$ cat src/rtl/sht40_conv_pkg.sv
// Shared constants, state encoding and RH clamp helper for the SHT40 raw-to-centi converter.
package sht40_conv_pkg;

  // Scale factors: T = 175 * S / 65536 - 45, RH = 125 * S / 65536 - 6, both in 0.01 units.
  localparam logic [14:0] TempScale  = 15'd17500;
  localparam logic [14:0] RhScale    = 15'd12500;
  localparam logic [15:0] TempOffset = 16'd4500;
  localparam logic [15:0] RhOffset   = 16'd600;
  localparam logic [15:0] RhMax      = 16'd10000;

  // One multiplier bit per cycle over a 16-bit operand.
  localparam int unsigned MulCycles = 16;
  localparam logic [4:0]  MulCnt    = 5'(MulCycles);

  // Controller state encoding.
  localparam logic [2:0] StIdle   = 3'd0;
  localparam logic [2:0] StMulT   = 3'd1;
  localparam logic [2:0] StMulRh  = 3'd2;
  localparam logic [2:0] StFinish = 3'd3;
  localparam logic [2:0] StHold   = 3'd4;

  // Limit a signed centi-RH value to the physical range 0..10000.
  function automatic logic [15:0] clamp_rh(input logic [15:0] rh);
    if (rh[15]) begin
      return 16'd0;
    end else if (rh > RhMax) begin
      return RhMax;
    end
    return rh;
  endfunction

endpackage

$ cat src/rtl/sht40_serial_mul.sv
// Serial shift-add multiplier: 16-bit operand times 15-bit constant, 31-bit unsigned product.
// Bit 0 is folded in on the start edge, the remaining 15 bits one per cycle, so done rises
// 16 cycles after start (counting the start cycle) and the product then holds until restarted.
module sht40_serial_mul
  import sht40_conv_pkg::*;
(
  input  logic        clk,
  input  logic        rst_n,
  input  logic        start,
  input  logic [15:0] operand,
  input  logic [14:0] constant,
  output logic        done,
  output logic [30:0] product
);

  logic [30:0] acc_q;
  logic [30:0] mcand_q;
  logic [14:0] mplier_q;
  logic [4:0]  cnt_q;

  // Load on start, then accumulate one shifted partial product per cycle.
  always_ff @(posedge clk or negedge rst_n) begin
    if (!rst_n) begin
      acc_q    <= '0;
      mcand_q  <= '0;
      mplier_q <= '0;
      cnt_q    <= MulCnt;
    end else if (start) begin
      acc_q    <= operand[0] ? {16'd0, constant} : 31'd0;
      mcand_q  <= {15'd0, constant, 1'b0};
      mplier_q <= operand[15:1];
      cnt_q    <= 5'd1;
    end else if (cnt_q != MulCnt) begin
      acc_q    <= acc_q + (mplier_q[0] ? mcand_q : 31'd0);
      mcand_q  <= mcand_q << 1;
      mplier_q <= mplier_q >> 1;
      cnt_q    <= cnt_q + 5'd1;
    end
  end

  assign done    = (cnt_q == MulCnt);
  assign product = acc_q;

endmodule

$ cat src/rtl/sht40_convert.sv
// SHT40 raw word to centi-degC / centi-%RH converter with a hold/ready result handshake.
// One shared serial multiplier is used for temperature, then humidity.
// Build option: define SHT40_RH_CLAMP_EN to clamp RH_Centi to 0..10000.
module sht40_convert
  import sht40_conv_pkg::*;
(
  input  logic        clk,
  input  logic        Rst_N,
  input  logic [15:0] Temperature_Output,
  input  logic [15:0] Humidity_Output,
  input  logic        Temp_Ready_Out,
  input  logic        RH_Ready_Out,
  input  logic        Result_Ready,
  output logic [15:0] Temp_Centi,
  output logic [15:0] RH_Centi,
  output logic        Result_Valid,
  output logic        Busy,
  output logic        Overrun
);

  logic [2:0]  state_q, state_d;
  logic        arm_q;
  logic [15:0] raw_rh_q;
  logic [14:0] t_scaled_q;
  logic [15:0] temp_q, rh_q;
  logic        valid_q;
  logic        overrun_q;

  logic        pair_rdy, start_cond, handshake, start_go, drop;
  logic        mul_start, mul_done;
  logic [15:0] mul_op;
  logic [14:0] mul_k;
  logic [30:0] mul_product;
  logic [15:0] temp_calc, rh_calc, rh_final;
  logic        unused_prod;

  // A new pair is only taken from IDLE; a HOLD handshake wins over a coincident start.
  assign pair_rdy   = Temp_Ready_Out & RH_Ready_Out;
  assign start_cond = pair_rdy & arm_q;
  assign handshake  = (state_q == StHold) & Result_Ready;
  assign start_go   = start_cond & (state_q == StIdle);
  assign drop       = start_cond & (state_q != StIdle) & ~handshake;

  // Temperature is fed straight from the input on the start edge; RH from its latched copy.
  assign mul_start = start_go | ((state_q == StMulT) & mul_done);
  assign mul_op    = (state_q == StIdle) ? Temperature_Output : raw_rh_q;
  assign mul_k     = (state_q == StIdle) ? TempScale : RhScale;

  sht40_serial_mul u_mul (
    .clk      (clk),
    .rst_n    (Rst_N),
    .start    (mul_start),
    .operand  (mul_op),
    .constant (mul_k),
    .done     (mul_done),
    .product  (mul_product)
  );

  assign unused_prod = ^mul_product[15:0];

  // Results fit in 16 bits signed, so plain 16-bit wrap-around subtraction is exact.
  assign temp_calc = {1'b0, t_scaled_q} - TempOffset;
  assign rh_calc   = {1'b0, mul_product[30:16]} - RhOffset;

`ifdef SHT40_RH_CLAMP_EN
  assign rh_final = clamp_rh(rh_calc);
`else
  assign rh_final = rh_calc;
`endif

  // Next-state sequencing of the conversion.
  always_comb begin
    state_d = state_q;
    unique case (state_q)
      StIdle:   if (start_go) state_d = StMulT;
      StMulT:   if (mul_done) state_d = StMulRh;
      StMulRh:  if (mul_done) state_d = StFinish;
      StFinish: state_d = StHold;
      StHold:   if (Result_Ready) state_d = StIdle;
      default:  state_d = StIdle;
    endcase
  end

  // State, arm/overrun bookkeeping, operand latch and result registers.
  always_ff @(posedge clk or negedge Rst_N) begin
    if (!Rst_N) begin
      state_q    <= StIdle;
      arm_q      <= 1'b1;
      raw_rh_q   <= '0;
      t_scaled_q <= '0;
      temp_q     <= '0;
      rh_q       <= '0;
      valid_q    <= 1'b0;
      overrun_q  <= 1'b0;
    end else begin
      state_q <= state_d;
      if (!pair_rdy) begin
        arm_q <= 1'b1;
      end else if (start_go || drop) begin
        arm_q <= 1'b0;
      end
      if (drop) overrun_q <= 1'b1;
      if (start_go) raw_rh_q <= Humidity_Output;
      if ((state_q == StMulT) && mul_done) t_scaled_q <= mul_product[30:16];
      if (state_q == StFinish) begin
        temp_q  <= temp_calc;
        rh_q    <= rh_final;
        valid_q <= 1'b1;
      end else if (handshake) begin
        valid_q <= 1'b0;
      end
    end
  end

  assign Temp_Centi   = temp_q;
  assign RH_Centi     = rh_q;
  assign Result_Valid = valid_q;
  assign Busy         = (state_q == StMulT) | (state_q == StMulRh) | (state_q == StFinish);
  assign Overrun      = overrun_q;

endmodule

$ cat config.mk
export PLATFORM = sky130hd
export DESIGN_NAME = sht40_convert
export DESIGN_NICKNAME = d
export VERILOG_FILES = /design/src/rtl/sht40_conv_pkg.sv /design/src/rtl/sht40_serial_mul.sv /design/src/rtl/sht40_convert.sv
export SDC_FILE = /design/constraint.sdc
export NUM_CORES = 1
export LEC_CHECK = 0
export ABC_AREA = 1
export CAP_MARGIN = 10
export CORE_MARGIN = 8
export CORE_UTILIZATION = 25
export DETAILED_ROUTE_END_ITERATION = 8
export HOLD_SLACK_MARGIN = 0.12
export PLACE_DENSITY = 0.48
export SLEW_MARGIN = 20
export SYNTH_ARGS = -nofsm -noshare
export SYNTH_HDL_FRONTEND = slang
export SYNTH_SLANG_ARGS = --single-unit
$ cat constraint.sdc
create_clock -name clk -period 2 [get_ports clk]
set_input_delay 0.2 -clock clk [delete_from_list [all_inputs] [get_ports clk]]
set_output_delay 0.2 -clock clk [all_outputs]
set_load 0.005 [all_outputs]
==> flow_metrics.tcl <==
set metrics [dict create \
    rsz_0062_raised_after_global_routing "true" \
    layout-area-overhead-vs-synth_pct 37.9 \
    synth_area_leader_cell "sky130_fd_sc_hd__dfrtp_1" \
    clock_path_buffers 2 \
    via_count 7651 \
    global_route_wire_length_before_repair_mm 39.2 \
    drt_iter0_markers 441 \
    grt.overflow.total 0 \
    synth_enable_flop_cells 0 \
    portBuffers 71 \
    timing.setup.tns_ns -0.963 \
    static-leakage-power_nw 5.75 \
    failed_checks "setup timing" \
    synth_area_mm2 0.00836 \
    synth_most_common_cell "sky130_fd_sc_hd__nand2_1" \
    maxCapViolCount 0 \
    core_mm2 0.0333 \
    drc 0 \
    number_of_cells_produced_by_synthesis 1174 \
    final-hold-violation-count 0 \
    finalWeightedCongestion 0.850 \
    setup_ws_ns -0.126 \
    wl_final_mm 24.1 \
    total_die_area_mm2 0.0396 \
    synth.net_count 1243 \
    maxSlewViolCount 0 \
    sw_frac_of_total 0.413 \
    cts_inserted_buffers 17 \
    floorplan.io_pins 72 \
    synth.top_cells.by_area "sky130_fd_sc_hd__dfrtp_1, sky130_fd_sc_hd__nand2_1, sky130_fd_sc_hd__inv_1" \
    crit_path_max_fanout 11 \
    synth_area_per_inst_um2 7.12 \
    initial_core_util 0.251 \
    synthDominantCellAreaShare 0.428 \
    ctsRootBufferMaster "sky130_fd_sc_hd__clkbuf_16" \
    place_inst 1734 \
    worstSkewPairLatency_ns 0.43 \
    clock.fmax_ghz 0.470 \
    antenna_violating_nets_post_route 0 \
    insertedDiodeCount 0 \
    pwr-share-seq 0.293 \
    die_y_um 199 \
    final_layout_size_suffix_gt1_frac 0.190 \
    asyncSetResetFlopFracSynth 1.00 \
    internal_power_mw 10.3 \
    viasPerCell 4.32 \
    fillCellCount 3543 \
    worst-r2r-cell-count 13 \
    critical_path.endpoint_type "register" \
    final_net_count 1380 \
    max_slew.worst_pin.slew_ns 0.539 \
    dpl.hpwl_mm 17.6 \
    synth_seq_area_share 0.434 \
    die_w_um 199 \
    path_class "reg2reg" \
    critical_path.startpoint_type "register" \
    pwr-share-comb 0.521 \
    cp.arrival_ns 2.48 \
    tritoncts_num_sinks 145 \
    yosysWarnings 0 \
    grt_antenna_before_repair 0 \
    rows 67 \
    worst_r2r_startpoint "u_mul.mplier_q[0]" \
    clock_skew_ns 0.0149 \
    holdWs_ns 0.276 \
    setup-violations-final 21 \
    clkSlewWorstSetupHoldPaths_ns 0.07 \
    r2r-end "u_mul.product[24]" \
    tritoncts "built" \
    timing.final.crit_share 1.06 \
    synth.top_cells.by_count "sky130_fd_sc_hd__nand2_1, sky130_fd_sc_hd__inv_1, sky130_fd_sc_hd__dfrtp_1" \
    grt_use_total 0.123 \
    instances_no_fill 1772 \
    data_required_critical_path_ns 2.35 \
    ctsHtreeMaxLevel 4 \
    synth-seq-cells 145 \
    timing.max_slew.rel_slack 0.640 \
    hp-class "in2async" \
    post-layout-total-power_mw 17.6 \
    clock_period_minus_final_worst_setup_slack_ns 2.13 \
    synth.lib_cells_used.distinct 44 \
    placement.setup.worst_slack_ns -0.310 \
    p_sw_mw 7.26 \
    power.share.clock 0.185 \
    wl_per_cell_um 13.6 \
    status "finished with violations" \
    yosys_most_used_dff "sky130_fd_sc_hd__dfrtp_1" \
    drtPass1Iterations 4 \
    worst-r2r-setup-slack_ns -0.13 \
    cellPowerDensity_mw_per_mm2 1520 \
    grt_max_degree 46 \
    peakVddDrop_mv 0.785 \
    via_count_of_the_first_global_routing_pass 7645 \
]
-- routing by layer --
| layer | GRT usage | share of wire | wire length (um) | vias to the layer above |
|---|---|---|---|---|
| met5 | 0 | 0 | 0 | - |
| met2 | 0.216 | 0.49 | 11800 | 103 |
| li1 | - | - | - | 3957 |
| met1 | 0.153 | 0.47 | 11300 | 3564 |
| met3 | 0.0208 | 0.024 | 589 | 27 |
| met4 | 0.0376 | 0.015 | 352 | 0 |
-- cell families after synthesis --
group	synth area share
xor gates and xnor gates	0.0136
and+or+nand+nor	0.295
adders and majority gates	0.0488
DFF	0.434
buffers and inverters	0.104
AOI/OAI and AO/OA	0.104
-- stage by stage --
stage	utilization	cell area (um2)
floorplan	-	8380
global placement	0.305	10100
detailed placement	0.305	10100
CTS	0.335	11200
global route	0.347	11500
finish	0.347	11500
-- sequential cells by signal (all words and copies together), names as in the netlist --
register	cells
t_scaled_q	15
raw_rh_q	16
Temp_Centi	16
state_q	3
arm_q	1
RH_Centi	16
u_mul.cnt_q	5
Result_Valid	1
Overrun	1
u_mul.mplier_q	15
u_mul.mcand_q	28
u_mul.product	28
-- power by group through the flow --
stage                     clock, mW  sequential [mW]  combinational (mW)
after global placement            0             5.07                7.71
after CTS                      3.35             5.12                8.56
final                          3.26             5.15                9.16
after detailed placement          0             5.06                7.77
after global routing           3.46             5.33                10.3
after floorplan                   0             4.97                4.60
-- how the worst max path moves through the flow --
stage                           start           endpoint  slack, ns  cells past startpoint
floorplan           u_mul.mplier_q[0]  u_mul.product[12]     -0.002                     14
global route        u_mul.mplier_q[0]  u_mul.product[24]      -0.25                     13
CTS                 u_mul.mplier_q[0]  u_mul.product[23]      -0.11                     14
detailed placement  u_mul.mplier_q[0]  u_mul.product[22]      -0.31                     13
finish              u_mul.mplier_q[0]  u_mul.product[24]      -0.13                     13
global placement    u_mul.mplier_q[0]  u_mul.product[22]      -0.29                     13
-- cell usage in the layout, fill, tap and decap left out, types with 7 or more instances in the layout --
cell / n
sky130_fd_sc_hd__nand2_1: 411
sky130_fd_sc_hd__inv_1: 171
sky130_fd_sc_hd__dfrtp_1: 142
sky130_fd_sc_hd__nor2_1: 77
sky130_fd_sc_hd__clkdlybuf4s50_1: 70
sky130_fd_sc_hd__buf_4: 63
sky130_fd_sc_hd__o21ai_0: 44
sky130_fd_sc_hd__nand3_1: 35
sky130_fd_sc_hd__nand2_2: 31
sky130_fd_sc_hd__ha_4: 25
sky130_fd_sc_hd__a21oi_1: 24
sky130_fd_sc_hd__o22ai_1: 20
sky130_fd_sc_hd__clkbuf_16: 19
sky130_fd_sc_hd__inv_2: 15
sky130_fd_sc_hd__nor2_2: 12
sky130_fd_sc_hd__a41oi_1: 12
sky130_fd_sc_hd__nor2_4: 11
sky130_fd_sc_hd__nand2_4: 11
sky130_fd_sc_hd__o21ai_1: 9
sky130_fd_sc_hd__xor2_1: 9
sky130_fd_sc_hd__nand3_2: 8
sky130_fd_sc_hd__buf_12: 8
sky130_fd_sc_hd__a31oi_1: 7
sky130_fd_sc_hd__o221ai_1: 7
-- worst max-delay path, cell delays in order (launching register included) --
cell and delay (ns):
sky130_fd_sc_hd__dfrtp_2 0.48, sky130_fd_sc_hd__clkbuf_16 0.20, sky130_fd_sc_hd__nand2_1 0.11, sky130_fd_sc_hd__inv_1 0.06, sky130_fd_sc_hd__ha_1 0.28, sky130_fd_sc_hd__nand3_1 0.10
sky130_fd_sc_hd__nand3_2 0.13, sky130_fd_sc_hd__nand2_1 0.09, sky130_fd_sc_hd__nand2_1 0.11, sky130_fd_sc_hd__nand2_1 0.12, sky130_fd_sc_hd__nand3_2 0.12, sky130_fd_sc_hd__nand2_1 0.08
sky130_fd_sc_hd__nand2_1 0.04, sky130_fd_sc_hd__o21ai_1 0.12
-- what timing repair did --
item | 4_1_cts | 5_1_grt
setup endpoints to repair | 26 | 59
pin swaps | 3 | 14
hold endpoints to repair | 89 | 0
cloned | 0 | 2
resized for setup | 79 | 81
hold buffers | 1 | 0
setup buffers | 0 | 3
-- area by class of cell --
type,instances,area (um2),area share
Inverter,188,712,0.0617
Clock inverter,15,160,0.0139
Timing Repair Buffer,150,1460,0.127
Tap cell,448,561,0.0486
Sequential cell,145,3630,0.315
Multi-Input combinational cell,809,4580,0.397
Clock buffer,17,425,0.0369
Power figures use the tool's default switching activity.
